## config.mk

```make
export PLATFORM = sky130hd
export DESIGN_NAME = muldiv_sequencer_flat
export DESIGN_NICKNAME = d
export VERILOG_FILES = /design/src/rtl/muldiv_if.sv /design/src/rtl/muldiv_sequencer.sv /design/src/flat_wrapper.sv
export SDC_FILE = /design/constraint.sdc
export NUM_CORES = 1
export LEC_CHECK = 0
export CELL_PAD_IN_SITES_DETAIL_PLACEMENT = 1
export CELL_PAD_IN_SITES_GLOBAL_PLACEMENT = 1
export CORE_MARGIN = 10
export CORE_UTILIZATION = 35
export CTS_CLUSTER_DIAMETER = 100
export DETAILED_ROUTE_END_ITERATION = 7
export PLACE_DENSITY_LB_ADDON = 0.1
export SYNTH_ARGS = -nofsm -noshare
export SYNTH_HDL_FRONTEND = slang
export SYNTH_SLANG_ARGS = --single-unit
```

## constraint.sdc

```tcl
create_clock -name clk -period 13.15 [get_ports clk]
set_clock_uncertainty 0.2 [all_clocks]
set_input_delay 2.63 -clock clk [delete_from_list [all_inputs] [get_ports clk]]
set_output_delay 2.63 -clock clk [all_outputs]
set_load 0.02 [all_outputs]
```

## src/rtl/muldiv_if.sv

```systemverilog
// -----------------------------------------------------------------------------
// muldiv_if
// Request/response bundle between a pipeline (master) and the iterative
// RV32M multiply/divide sequencer (slave).
//   start   : request to begin one operation
//   funct3  : operation select (MUL..REMU)
//   op_a    : rs1 operand (multiplicand / dividend)
//   op_b    : rs2 operand (multiplier / divisor)
//   flush   : abort an in-flight operation
//   busy    : sequencer is iterating (stall source)
//   done    : one-cycle pulse, result valid
//   result  : registered result, held until the next done
// -----------------------------------------------------------------------------
interface muldiv_if #(
  parameter int XLEN = 32
);
  logic            start;
  logic [2:0]      funct3;
  logic [XLEN-1:0] op_a;
  logic [XLEN-1:0] op_b;
  logic            flush;
  logic            busy;
  logic            done;
  logic [XLEN-1:0] result;

  modport master (
    output start, funct3, op_a, op_b, flush,
    input  busy, done, result
  );

  modport slave (
    input  start, funct3, op_a, op_b, flush,
    output busy, done, result
  );
endinterface

```

## src/rtl/muldiv_sequencer.sv

```systemverilog
// -----------------------------------------------------------------------------
// muldiv_sequencer
// Iterative RV32M multiply/divide unit. One bit is processed per BUSY cycle:
// shift-add multiply and restoring divide, both on operand magnitudes, with
// the sign applied to the final value. Divide-by-zero and signed overflow
// bypass the iteration and complete on the next edge.
//   clk  : single clock, rising edge
//   rst  : synchronous, active-high reset (priority over flush and start)
//   bus  : muldiv_if slave (start/funct3/op_a/op_b/flush in,
//          busy/done/result out)
// -----------------------------------------------------------------------------
module muldiv_sequencer #(
  parameter int XLEN = 32
) (
  input  logic     clk,
  input  logic     rst,
  muldiv_if.slave  bus
);

  localparam int              CW      = $clog2(XLEN);
  localparam logic [CW-1:0]   LAST    = CW'(XLEN - 1);
  localparam logic [XLEN-1:0] MIN_NEG = {1'b1, {(XLEN-1){1'b0}}};

  typedef enum logic [1:0] {
    IDLE = 2'd0,
    BUSY = 2'd1,
    DONE = 2'd2
  } state_t;

  state_t state_q, state_d;
  logic   busy_q, busy_d;
  logic   done_q, done_d;

  // Latched operation context
  logic [CW-1:0]   cnt_q;
  logic [2:0]      op_q;
  logic [XLEN-1:0] opnd_q;    // multiplicand or divisor magnitude
  logic [XLEN-1:0] hi_q;      // product high half / partial remainder
  logic [XLEN-1:0] lo_q;      // multiplier / quotient shift register
  logic            neg_q;     // negate product or quotient at the end
  logic            neg_r_q;   // negate remainder at the end
  logic [XLEN-1:0] result_q;

  // ---------------------------------------------------------------------------
  // Request decode (operates on live inputs, used only on the accepting edge)
  // ---------------------------------------------------------------------------
  logic            accept;
  logic            is_div;
  logic            a_signed, b_signed;
  logic            a_neg, b_neg;
  logic [XLEN-1:0] mag_a, mag_b;
  logic            div_zero, overflow, special;
  logic [XLEN-1:0] special_res;

  always_comb begin
    // NOTE: every combinational output gets a default first, so no path
    // through the case leaves it unassigned and no latch is inferred.
    a_signed = 1'b0;
    b_signed = 1'b0;
    case (bus.funct3)
      3'b000, 3'b001, 3'b100, 3'b110: begin
        a_signed = 1'b1;
        b_signed = 1'b1;
      end
      3'b010:  a_signed = 1'b1;   // MULHSU: signed x unsigned
      default: ;
    endcase
  end

  // Start is never taken while iterating, and flush always wins over it.
  assign accept   = (state_q != BUSY) && bus.start && !bus.flush;
  assign is_div   = bus.funct3[2];
  assign a_neg    = a_signed & bus.op_a[XLEN-1];
  assign b_neg    = b_signed & bus.op_b[XLEN-1];
  assign mag_a    = a_neg ? -bus.op_a : bus.op_a;
  assign mag_b    = b_neg ? -bus.op_b : bus.op_b;
  assign div_zero = is_div && (bus.op_b == '0);
  assign overflow = is_div && !bus.funct3[0] &&
                    (bus.op_a == MIN_NEG) && (bus.op_b == '1);
  assign special  = div_zero || overflow;

  // funct3[1] separates REM/REMU from DIV/DIVU.
  always_comb begin
    special_res = '0;
    if (div_zero) special_res = bus.funct3[1] ? bus.op_a : '1;
    else          special_res = bus.funct3[1] ? '0 : MIN_NEG;
  end

  // ---------------------------------------------------------------------------
  // One iteration step and final sign correction
  // ---------------------------------------------------------------------------
  logic [XLEN:0]     mul_sum, rem_sh, rem_diff;
  logic              rem_ge;
  logic [XLEN-1:0]   hi_nx, lo_nx;
  logic [2*XLEN-1:0] prod, prod_s;
  logic [XLEN-1:0]   quot_s, rem_s, final_res;

  always_comb begin
    mul_sum  = {1'b0, hi_q} + (lo_q[0] ? {1'b0, opnd_q} : '0);
    rem_sh   = {hi_q, lo_q[XLEN-1]};
    rem_ge   = rem_sh >= {1'b0, opnd_q};
    rem_diff = rem_sh - {1'b0, opnd_q};
    if (op_q[2]) begin
      // Restoring divide: shift in the next dividend bit, subtract if it fits.
      hi_nx = rem_ge ? rem_diff[XLEN-1:0] : rem_sh[XLEN-1:0];
      lo_nx = {lo_q[XLEN-2:0], rem_ge};
    end else begin
      // Shift-add multiply: the carry out of the add shifts into the top.
      hi_nx = mul_sum[XLEN:1];
      lo_nx = {mul_sum[0], lo_q[XLEN-1:1]};
    end

    prod   = {hi_nx, lo_nx};
    prod_s = neg_q   ? -prod  : prod;
    quot_s = neg_q   ? -lo_nx : lo_nx;
    rem_s  = neg_r_q ? -hi_nx : hi_nx;

    case (op_q)
      3'b000:                 final_res = prod_s[XLEN-1:0];
      3'b001, 3'b010, 3'b011: final_res = prod_s[2*XLEN-1:XLEN];
      3'b100, 3'b101:         final_res = quot_s;
      default:                final_res = rem_s;
    endcase
  end

  // ---------------------------------------------------------------------------
  // FSM: state register / next state / outputs
  // ---------------------------------------------------------------------------
  always_ff @(posedge clk) begin
    // NOTE: sequential state uses non-blocking assignments so every register
    // samples pre-edge values regardless of process ordering.
    if (rst) begin
      state_q <= IDLE;
      busy_q  <= 1'b0;
      done_q  <= 1'b0;
    end else begin
      state_q <= state_d;
      busy_q  <= busy_d;
      done_q  <= done_d;
    end
  end

  always_comb begin
    state_d = state_q;
    case (state_q)
      IDLE, DONE: begin
        if (accept) state_d = special ? DONE : BUSY;
        else        state_d = IDLE;
      end
      BUSY: begin
        if (bus.flush)          state_d = IDLE;
        else if (cnt_q == LAST) state_d = DONE;
      end
      default: state_d = IDLE;
    endcase
  end

  // Outputs are registered: decoded from the next state, flopped above.
  always_comb begin
    busy_d = (state_d == BUSY);
    done_d = (state_d == DONE);
  end

  // ---------------------------------------------------------------------------
  // Datapath registers
  // ---------------------------------------------------------------------------
  always_ff @(posedge clk) begin
    // NOTE: the datapath is plain flops, not a memory, so it is reset along
    // with the FSM and an aborted operation leaves nothing behind.
    if (rst) begin
      cnt_q    <= '0;
      op_q     <= '0;
      opnd_q   <= '0;
      hi_q     <= '0;
      lo_q     <= '0;
      neg_q    <= 1'b0;
      neg_r_q  <= 1'b0;
      result_q <= '0;
    end else if (accept) begin
      op_q    <= bus.funct3;
      cnt_q   <= '0;
      neg_q   <= a_neg ^ b_neg;
      neg_r_q <= a_neg;
      hi_q    <= '0;
      if (is_div) begin
        lo_q   <= mag_a;
        opnd_q <= mag_b;
      end else begin
        lo_q   <= mag_b;
        opnd_q <= mag_a;
      end
      if (special) result_q <= special_res;
    end else if (state_q == BUSY && !bus.flush) begin
      cnt_q <= cnt_q + 1'b1;
      hi_q  <= hi_nx;
      lo_q  <= lo_nx;
      if (cnt_q == LAST) result_q <= final_res;
    end
  end

  assign bus.busy   = busy_q;
  assign bus.done   = done_q;
  assign bus.result = result_q;

endmodule

```

## src/flat_wrapper.sv

```systemverilog
// flat-port wrapper written by rule: the top's interface ports become plain ports
module muldiv_sequencer_flat 
#(
  parameter int XLEN = 32
)
  (clk, rst, bus_start, bus_funct3, bus_op_a, bus_op_b, bus_flush, bus_busy, bus_done, bus_result);
  muldiv_if #(.XLEN(XLEN)) bus_i ();
  input  logic clk;
  input  logic rst;
  input wire logic [$bits(bus_i.start)-1:0] bus_start;
  input wire logic [$bits(bus_i.funct3)-1:0] bus_funct3;
  input wire logic [$bits(bus_i.op_a)-1:0] bus_op_a;
  input wire logic [$bits(bus_i.op_b)-1:0] bus_op_b;
  input wire logic [$bits(bus_i.flush)-1:0] bus_flush;
  output wire logic [$bits(bus_i.busy)-1:0] bus_busy;
  output wire logic [$bits(bus_i.done)-1:0] bus_done;
  output wire logic [$bits(bus_i.result)-1:0] bus_result;
  assign bus_i.start = bus_start;
  assign bus_i.funct3 = bus_funct3;
  assign bus_i.op_a = bus_op_a;
  assign bus_i.op_b = bus_op_b;
  assign bus_i.flush = bus_flush;
  assign bus_busy = bus_i.busy;
  assign bus_done = bus_i.done;
  assign bus_result = bus_i.result;
  muldiv_sequencer #(.XLEN(XLEN)) u_core (.clk(clk), .rst(rst), .bus(bus_i));
endmodule
```

==> metrics.txt, run 1 <==
Post-synth EDFFs 0; pins over their slew limit 0; final wirelength between 80000 and 90000 um; synth warn 0; largest cells by area after synthesis dfxtp_1 (18%), a21oi_1 (6.7%), nand2_1 (6.6%); gpl congestion 0.994; Mapped Cells ~2300; worst r2r dst u_core.bus.result[18]; # diodes 0; TritonRoute pass-1 iters 5; antenna violations before repair 3; Lkg Pwr between 0.006 and 0.007 uW; CP Data Arrival Time between 7 and 8 ns; Site Rows 78; Largest stage delay, worst path 0.65 ns; grt total ovfl 0; Switch Pwr between 700 and 800 uW; max-cap viol count 0; crit path kind input port to flop; Critical R2R Launch u_core.opnd_q[3]; cells on worst reg2reg path 23; fin crit share 53.2%; Cell Pwr Density roughly 95 mW/mm2; clock share of power around 32%; Clk pin slew, worst setup/hold paths 0.07 ns; peak supply drop 0.0893 mV; clock buffer depth 2; sequential power share 27.6%; Switching Fraction 42.7%; Cell Chain, Critical Path clkdlybuf4s50_1 -> or4_1 -> or4b_2 -> or2_1 -> nor3_1 -> nand3_1 -> nor2_2 -> nand2_1 -> nand3_1 -> buf_4 -> o221a_2 -> o21ai_0 -> a221oi_1 -> nor3_1; Vias 18100; Slowest-stage cell, CP or4b_2; Avg Vias per Cell 6.23; TritonCTS clock tree yes; Critical Path RT 13.33 ns; CP Launch Type input port; CORE AREA 0.0452 mm2; top-area cell type share of the netlist area 17.9%; final setup vio count 0; # hold bufs at CTS 0; Post-synth ARST share 0%; Min-Delay Path Class flop to flop; final core utilization 39.7%; clk_lat worst skew 0.50 ns; Post-Syn Area 0.0159 mm2; end of the critical path u_core.bus.result[19]; fraction of layout cells with a size suffix above 1 between 6 and 7%; PostCTS Resize Cnt 0; hold_sp u_core.opnd_q[2]; port bufs 104; Yosys reg bits 142; root buf cell clkbuf_16; Cell Int Power 979 uW; Top FF cell, synth dfxtp_1; critical path capture point type flop; # Post-CTS Setup Buffers 0; Routed WL per cell 28.2 um; WHS 0.266 ns; endpoints failing hold 0; Worst Max-Slew Pin Slew 1.38 ns; H-tree depth 4; Detailed Route Iter0 Violations between 1000 and 1500; area leader, netlist dfxtp_1; first-pass GRT wire length 121000 um; Design Area, Final around 0.018 mm2; Comb pwr share 40.2%; reg2reg setup slack 6.38 ns; die area between 0.05 and 0.06 mm2; DP Wirelength 64900 um; Fmax achieved about 0.14 GHz; CTS sink cnt 142; Slew HR 7.57%; Placed Area 0.0173 mm2; area delta synth->final 12.9%; setup TNS 0 ns; number of global-route vias before repair 18100; largest net degree at the start of global routing a little over 70; power consumption 1710 uW; Mapped Nets 2437; synthesized area per cell 6.94 um2; Final #Nets 2443; critical-path maximum fanout 33; ANT nets after route 0; total track usage 29.6%; Die Y 233 um; status complete, no violations; Post-route DRC 0; Seq/Total Area, Yosys 17.9%; # IOs approximately 110; Starting Density 35.2%; fin crit period 6.99 ns; crit path from bus_op_b[3]; Die Wd 233 um; RSZ-0062 raised after global routing no; CTS buffer count 17; Synth cell types 115
-- per-layer routing --
metal	global-route usage [%]	vias up	share of wire, %
met4	12.8	4	4.0
met1	37.7	9039	44
met2	48.2	567	46
met5	0	-	0.033
li1	-	8381	-
met3	5.33	137	5.4
-- layout by cell type, fill, tap and decap left out, types with 40 or more instances in the layout --
master           instances
and2_1                  45
nor3_1                  74
nand2_1                280
a211oi_1                40
ha_1                    71
xor2_1                  59
mux2i_1                 56
dfxtp_1                140
o211ai_1                61
inv_1                   69
nand3_1                 44
o21ai_0                145
a21oi_1                211
clkdlybuf4s50_1        102
nor2_1                 268
xnor2_1                104
-- Yosys cell counts, types with 16 or more instances --
cell type / count
nand2b_1: 17
inv_1: 70
nor2_1: 269
a211oi_1: 40
ha_1: 71
nor3_1: 75
nand2_1: 281
o21ai_0: 145
nand4_1: 39
xor2_1: 59
nand3_1: 44
and2_1: 46
buf_2: 23
a311oi_1: 19
o211ai_1: 61
buf_1: 16
a21oi_1: 212
a31oi_1: 32
mux2i_1: 56
clkbuf_1: 101
nor4_1: 27
xnor2_1: 104
a21o_1: 30
dfxtp_1: 142
-- layout make-up --
cell class	count	area, um2
clock buffer	20	478
clock inverter	12	158
fill	5657	27200
inverter	71	267
multi-input combinational	1932	12200
sequential	142	2850
tap	600	751
timing repair buffer	135	1270
-- power by group through the flow --
| stage | sequential (uW) | clock, uW | combinational, uW |
|---|---|---|---|
| 3_3_place_gp | 480 | 0 | 665 |
| 6_report | 472 | 550 | 686 |
| 4_1_cts | 471 | 560 | 672 |
| 3_5_place_dp | 480 | 0 | 668 |
| 5_1_grt | 474 | 573 | 727 |
| 2_1_floorplan | 470 | 0 | 425 |
-- metrics by stage --
step,setup WS (ns),instances
2_1_floorplan,6.97,2293
3_3_place_gp,5.76,2880
3_5_place_dp,5.65,2880
4_1_cts,6.19,2912
5_1_grt,5.90,2912
6_report,6.16,2912
-- critical path, delay by kind of cell --
| family | cells | cell delay (ns) |
|---|---|---|
| buffers and inverters | 2 | 0.89 |
| AND/OR/NAND/NOR | 9 | 3.00 |
| AO/OA/AOI/OAI | 3 | 0.64 |
-- worst min-delay path by stage --
stage / endpoint / depth (start not counted)
global route: u_core.opnd_q[2] / 2
global placement: u_core.cnt_q[4] / 2
CTS: u_core.opnd_q[2] / 2
floorplan: u_core.opnd_q[13] / 2
finish: u_core.opnd_q[2] / 2
detailed placement: u_core.bus.result[20] / 2
-- cell families after synthesis --
kind of cell | share of synthesized area [%]
AOI/OAI and AO/OA | 30.6
xor gates and xnor gates | 8.97
adders and majority gates | 5.84
buffers and inverters | 5.63
DFF | 17.9
muxes | 4.09
and+or+nand+nor | 27.0
-- flip-flops by register name, summed over array words and instances, names as in the netlist --
register and cells:
u_core.opnd_q 32, u_core.bus.busy 1, u_core.bus.result 32, u_core.neg_q 1
u_core.op_q 3, u_core.lo_q 32, u_core.hi_q 32, u_core.state_q 2
u_core.bus.done 1, u_core.cnt_q 5, u_core.neg_r_q 1
Power figures use the tool's default switching activity.
==> run 2, diff against run 1 <==
==> constraint.sdc (replaced) <==
create_clock -name clk -period 6.47 [get_ports clk]
set_clock_uncertainty 0.2 [all_clocks]
set_input_delay 1.294 -clock clk [delete_from_list [all_inputs] [get_ports clk]]
set_output_delay 1.294 -clock clk [all_outputs]
set_load 0.02 [all_outputs]
==> metrics.txt, run 2 (synthesis results as in run 1) <==
DP Wirelength 67000 um; area delta synth->final 16.1%; reg2reg setup slack 0.43 ns; Vias 18400; CTS sink cnt between 100 and 150; port bufs approximately 100; hold endpoint u_core.opnd_q[12]; critical path capture point type flop; Placed Area 0.0178 mm2; worst path setup slack after routing about 0.43 ns; first-pass GRT wire length approximately 120000 um; final setup vio count 0; final core utilization 40.9%; clock share of power a little under a third; Final Instance Count excl. Fillers 2981; Lkg Pwr 0.00709 uW; CORE AREA 0.0452 mm2; antenna violations before repair 3; worst r2r dst u_core.bus.result[14]; gpl congestion 0.991; CTS buffer count 17; peak supply drop 0.156 mV; Avg Vias per Cell 6.18; DP Cell Count 2948; Routed WL per cell 28.2 um; Cell Int Power 2020 uW; root buf cell clkbuf_16; commonest non-fill, non-tap cells in the layout nand2_1 (280), nor2_1 (268), a21oi_1 (210); fraction of layout cells with a size suffix above 1 8.70%; Worst Max-Slew Pin Slew 1.29 ns; Design Area, Final 0.0185 mm2; Cell Pwr Density 190 mW/mm2; largest net degree at the start of global routing 67; sequential power share between 20 and 30%; TritonCTS clock tree yes; critical-path maximum fanout 7; ANT nets after route 0; hold_sp u_core.opnd_q[12]; Starting Density 35.2%; Die Wd 233 um; Fmax achieved 0.165 GHz; Final #Nets 2511; area of the multi-input gates 0.0122 mm2; clk_lat worst skew ~0.48 ns; H-tree depth 4; final wirelength 84200 um; Slew HR 14.1%; Min-Delay Path Class flop to flop; Detailed Route Iter0 Violations approximately 1400; total track usage 30.4%; endpoints failing hold 0; Critical Path RT 6.65 ns; CP Launch Type flop; cells on worst reg2reg path 21; Critical R2R Launch u_core.hi_q[9]; fillers 5718; commonest non-fill, non-tap cell in the layout nand2_1; # hold bufs at CTS 0; RSZ-0062 raised after global routing no; Clk pin slew, worst setup/hold paths 0.06 ns; # IOs 105; TritonRoute pass-1 iters 5; hold depth 2; clock buffer depth 2; die area approximately 0.054 mm2; grt total ovfl 0; dpl ws ~0.32 ns; status complete, no violations; Switching Fraction 42.4%; max-cap viol count 0; crit path kind flop to flop; fin crit share 93.4%; Post-route DRC 0; CP Data Arrival Time 6.22 ns; Site Rows between 70 and 80; Switch Pwr roughly 1500 uW; fin crit period 6.04 ns; Register Area approximately 0.0028 mm2; setup TNS 0 ns; Die Y 233 um; Comb pwr share between 40% and 50%; pins over their slew limit 0; number of global-route vias before repair about 19000
## run 2: power by group through the flow
| stage | clock network [uW] | logic (uW) | registers (uW) |
|---|---|---|---|
| global route | 1120 | 1560 | 960 |
| global placement | 0 | 1420 | 971 |
| finish | 1080 | 1460 | 955 |
| CTS | 1090 | 1440 | 954 |
| detailed placement | 0 | 1430 | 974 |
| floorplan | 0 | 863 | 955 |
## run 2: metrics by stage
step / power (uW) / hold WS (ns)
global route: 3640 / 0.297
CTS: 3480 / 0.270
floorplan: 1820 / 0.240
detailed placement: 2400 / 0.258
finish: 3500 / 0.271
global placement: 2390 / 0.246
## run 2: layout make-up
| class | count | share of cell area [%] |
|---|---|---|
| inverter | 71 | 1.44 |
| tap | 600 | 4.06 |
| multi-input combinational | 1932 | 66.1 |
| clock buffer | 19 | 2.40 |
| timing repair buffer | 203 | 9.69 |
| sequential | 142 | 15.4 |
| clock inverter | 13 | 0.901 |
| antenna | 1 | 0.0135 |
## run 2: repair_timing
| action | CTS | global route |
|---|---|---|
| setup buffers | 0 | 0 |
| gates resized for setup | 0 | 3 |
| setup endpoints to repair | 0 | 1 |
## run 2: worst max-delay path, cell delays in order (launching register included)
cell	delay [ns]
dfxtp_1	0.46
ha_1	0.36
a21oi_1	0.30
o21ai_1	0.13
a21o_1	0.19
o21bai_2	0.26
a2111o_1	0.22
nand3_1	0.14
o21ai_0	0.20
ha_1	0.27
inv_1	0.06
or3_1	0.43
or4_4	0.57
or3_1	0.46
nand2b_4	0.21
a211oi_2	0.30
nand4_4	0.21
o31ai_2	0.28
xnor2_1	0.11
o221ai_1	0.17
o211ai_1	0.12
a311oi_1	0.30
## run 2: how the worst max path moves through the flow
stage	from	cells past startpoint	endpoint	slack, ns
after floorplan	u_core.op_q[2]	21	u_core.bus.result[14]	0.77
after global placement	bus_op_b[3]	13	u_core.bus.result[23]	0.37
after detailed placement	bus_op_b[3]	13	u_core.bus.result[23]	0.32
after CTS	u_core.opnd_q[6]	22	u_core.bus.result[14]	0.40
after global routing	u_core.hi_q[9]	21	u_core.bus.result[12]	0.01
final	u_core.hi_q[9]	21	u_core.bus.result[14]	0.43
## run 2: layer usage
metal | vias up | GRT usage [%] | share of wire, %
met2 | 615 | 48.8 | 45
li1 | 8513 | - | -
met5 | - | 0 | 0.027
met4 | 4 | 14.9 | 5.0
met3 | 159 | 4.65 | 6.1
met1 | 9121 | 39.0 | 43
==> run 3, diff against run 2 <==
--- a/config.mk
+++ b/config.mk
@@ -9,9 +9,11 @@
 export CELL_PAD_IN_SITES_GLOBAL_PLACEMENT = 1
 export CORE_MARGIN = 10
 export CORE_UTILIZATION = 35
-export CTS_CLUSTER_DIAMETER = 100
+export CTS_CLUSTER_DIAMETER = 200
 export DETAILED_ROUTE_END_ITERATION = 7
 export PLACE_DENSITY_LB_ADDON = 0.1
+export RECOVER_POWER = 50
+export SETUP_SLACK_MARGIN = 0.15
 export SYNTH_ARGS = -nofsm -noshare
 export SYNTH_HDL_FRONTEND = slang
 export SYNTH_SLANG_ARGS = --single-unit
==> metrics.txt, run 3 (synthesis results as in run 1) <==
commonest non-fill, non-tap cell in the layout nand2_1; ANT nets after route 0; root buf cell clkbuf_16; total track usage 30.4%; setup TNS 0 ns; CP Data Arrival Time 6.19 ns; Placed Area 0.0178 mm2; Clk pin slew, worst setup/hold paths 0.06 ns; Cell Pwr Density 189 mW/mm2; fillers between 5000 and 6000; status finished with violations; # Post-CTS Setup Buffers 0; Vias 18400; critical path capture point type flop; RSZ-0062 raised after global routing no; pins over their slew limit 64; final core utilization 40.9%; clk_lat worst skew 0.47 ns; Avg Vias per Cell slightly above 6; endpoints failing hold 0; failing checks max-capacitance violations, max-slew violations; fraction of layout cells with a size suffix above 1 8.57%; Design Area, Final between 0.015 and 0.02 mm2; Final #Nets 2511; CTS buffer count 17; H-tree depth 4; commonest non-fill, non-tap cells in the layout nand2_1 (281), nor2_1 (268), a21oi_1 (210); die area ~0.054 mm2; Fmax achieved 0.166 GHz; Routed WL per cell 28.2 um; Die Y 233 um; Detailed Route Iter0 Violations between 1000 and 1500; max-cap viol count 1; CP Launch Type input port; # IOs between 100 and 150; crit path kind input port to flop; TritonCTS clock tree yes; fin crit share 92.9%; Worst Max-Slew Pin Slew around 2.8 ns; largest net degree at the start of global routing 67; number of global-route vias before repair 18600; Slew HR -83.4%; Min-Delay Path Class flop to flop; critical-path maximum fanout 63; TritonRoute pass-1 iters 5; final wirelength 84000 um; area delta synth->final 16.1%; Site Rows 78; grt total ovfl 0; Starting Density 35.2%; port bufs 104; Lkg Pwr slightly above 0.007 uW; clock buffer depth 2; fin crit period around 6 ns; first-pass GRT wire length 124000 um; gpl congestion between 0.9 and 1; Post-route DRC 0; antenna violations before repair 3; peak supply drop 0.155 mV; Die Wd roughly 230 um; CORE AREA 0.0452 mm2; Critical Path RT 6.65 ns; DP Wirelength ~67000 um; final setup vio count 0; CTS sink cnt 142
==> run 3: cell types whose count changed in the layout (fill, tap and decap cells not counted), moves of 4 or more <==
cell,before,now
clkdlybuf4s50_1,102,67
and2_1,45,41
dlygate4sd3_1,0,35
and2_0,1,5
clkbuf_1,1,5
buf_4,99,95
==> run 3: timing repair <==
action,CTS,global route
setup endpoints to repair,0,5
endpoints found under the hold margin,0,0
hold buffers,0,0
resized for setup,0,7
==> run 3: critical path: stages <==
cell and delay (ns):
dlygate4sd3_1 0.61, nor2b_1 0.30, and2_4 0.63, clkbuf_1 2.02, o211ai_1 0.92, a21oi_1 0.38
==> run 3: per-stage QoR <==
step | hold WS (ns) | total power [uW] | setup WS, ns | instances
2_1_floorplan | 0.240 | 1820 | 0.768 | 2293
3_3_place_gp | 0.246 | 2390 | 0.366 | 2948
3_5_place_dp | 0.258 | 2400 | 0.316 | 2948
4_1_cts | 0.270 | 3480 | 0.404 | 2980
5_1_grt | 0.297 | 3640 | 0.155 | 2980
6_report | 0.271 | 3500 | 0.457 | 2981
==> run 3: metal layers <==
metal,share of wire (%),up-vias,global-route usage (%)
met2,46,636,48.8
li1,-,8517,-
met3,6.0,162,4.65
met4,4.9,4,14.9
met5,0.027,-,0
met1,44,9081,39.0
==> run 3: layout make-up <==
| type | count | area, um2 | share of cell area, % |
|---|---|---|---|
| Clock buffer | 19 | 443 | 2.40 |
| Clock inverter | 13 | 166 | 0.901 |
| Inverter | 71 | 267 | 1.44 |
| Timing Repair Buffer | 203 | 1770 | 9.61 |
| Antenna cell | 1 | 2.50 | 0.0136 |
| Sequential cell | 142 | 2850 | 15.4 |
| Multi-Input combinational cell | 1932 | 12200 | 66.1 |
| Tap cell | 600 | 751 | 4.07 |
==> run 3: where the power goes <==
part	internal [uW]	leakage (uW)	total (uW)	switching, uW
Combinational	490	0.00575	1460	974
Sequential	909	0.00116	955	46.0
Clock	617	0.000289	1080	461
==> run 3: worst paths after layout <==
| check | startpoint | end | slack [ns] | cells after the start |
|---|---|---|---|---|
| worst max-delay path | bus_flush | u_core.opnd_q[14] | 0.46 | 6 |
| worst min-delay path | u_core.opnd_q[12] | u_core.opnd_q[12] | 0.27 | 2 |
| worst max register to register | u_core.lo_q[0] | u_core.bus.result[22] | 0.52 | 16 |
| worst min register to register | u_core.opnd_q[12] | u_core.opnd_q[12] | 0.27 | 2 |
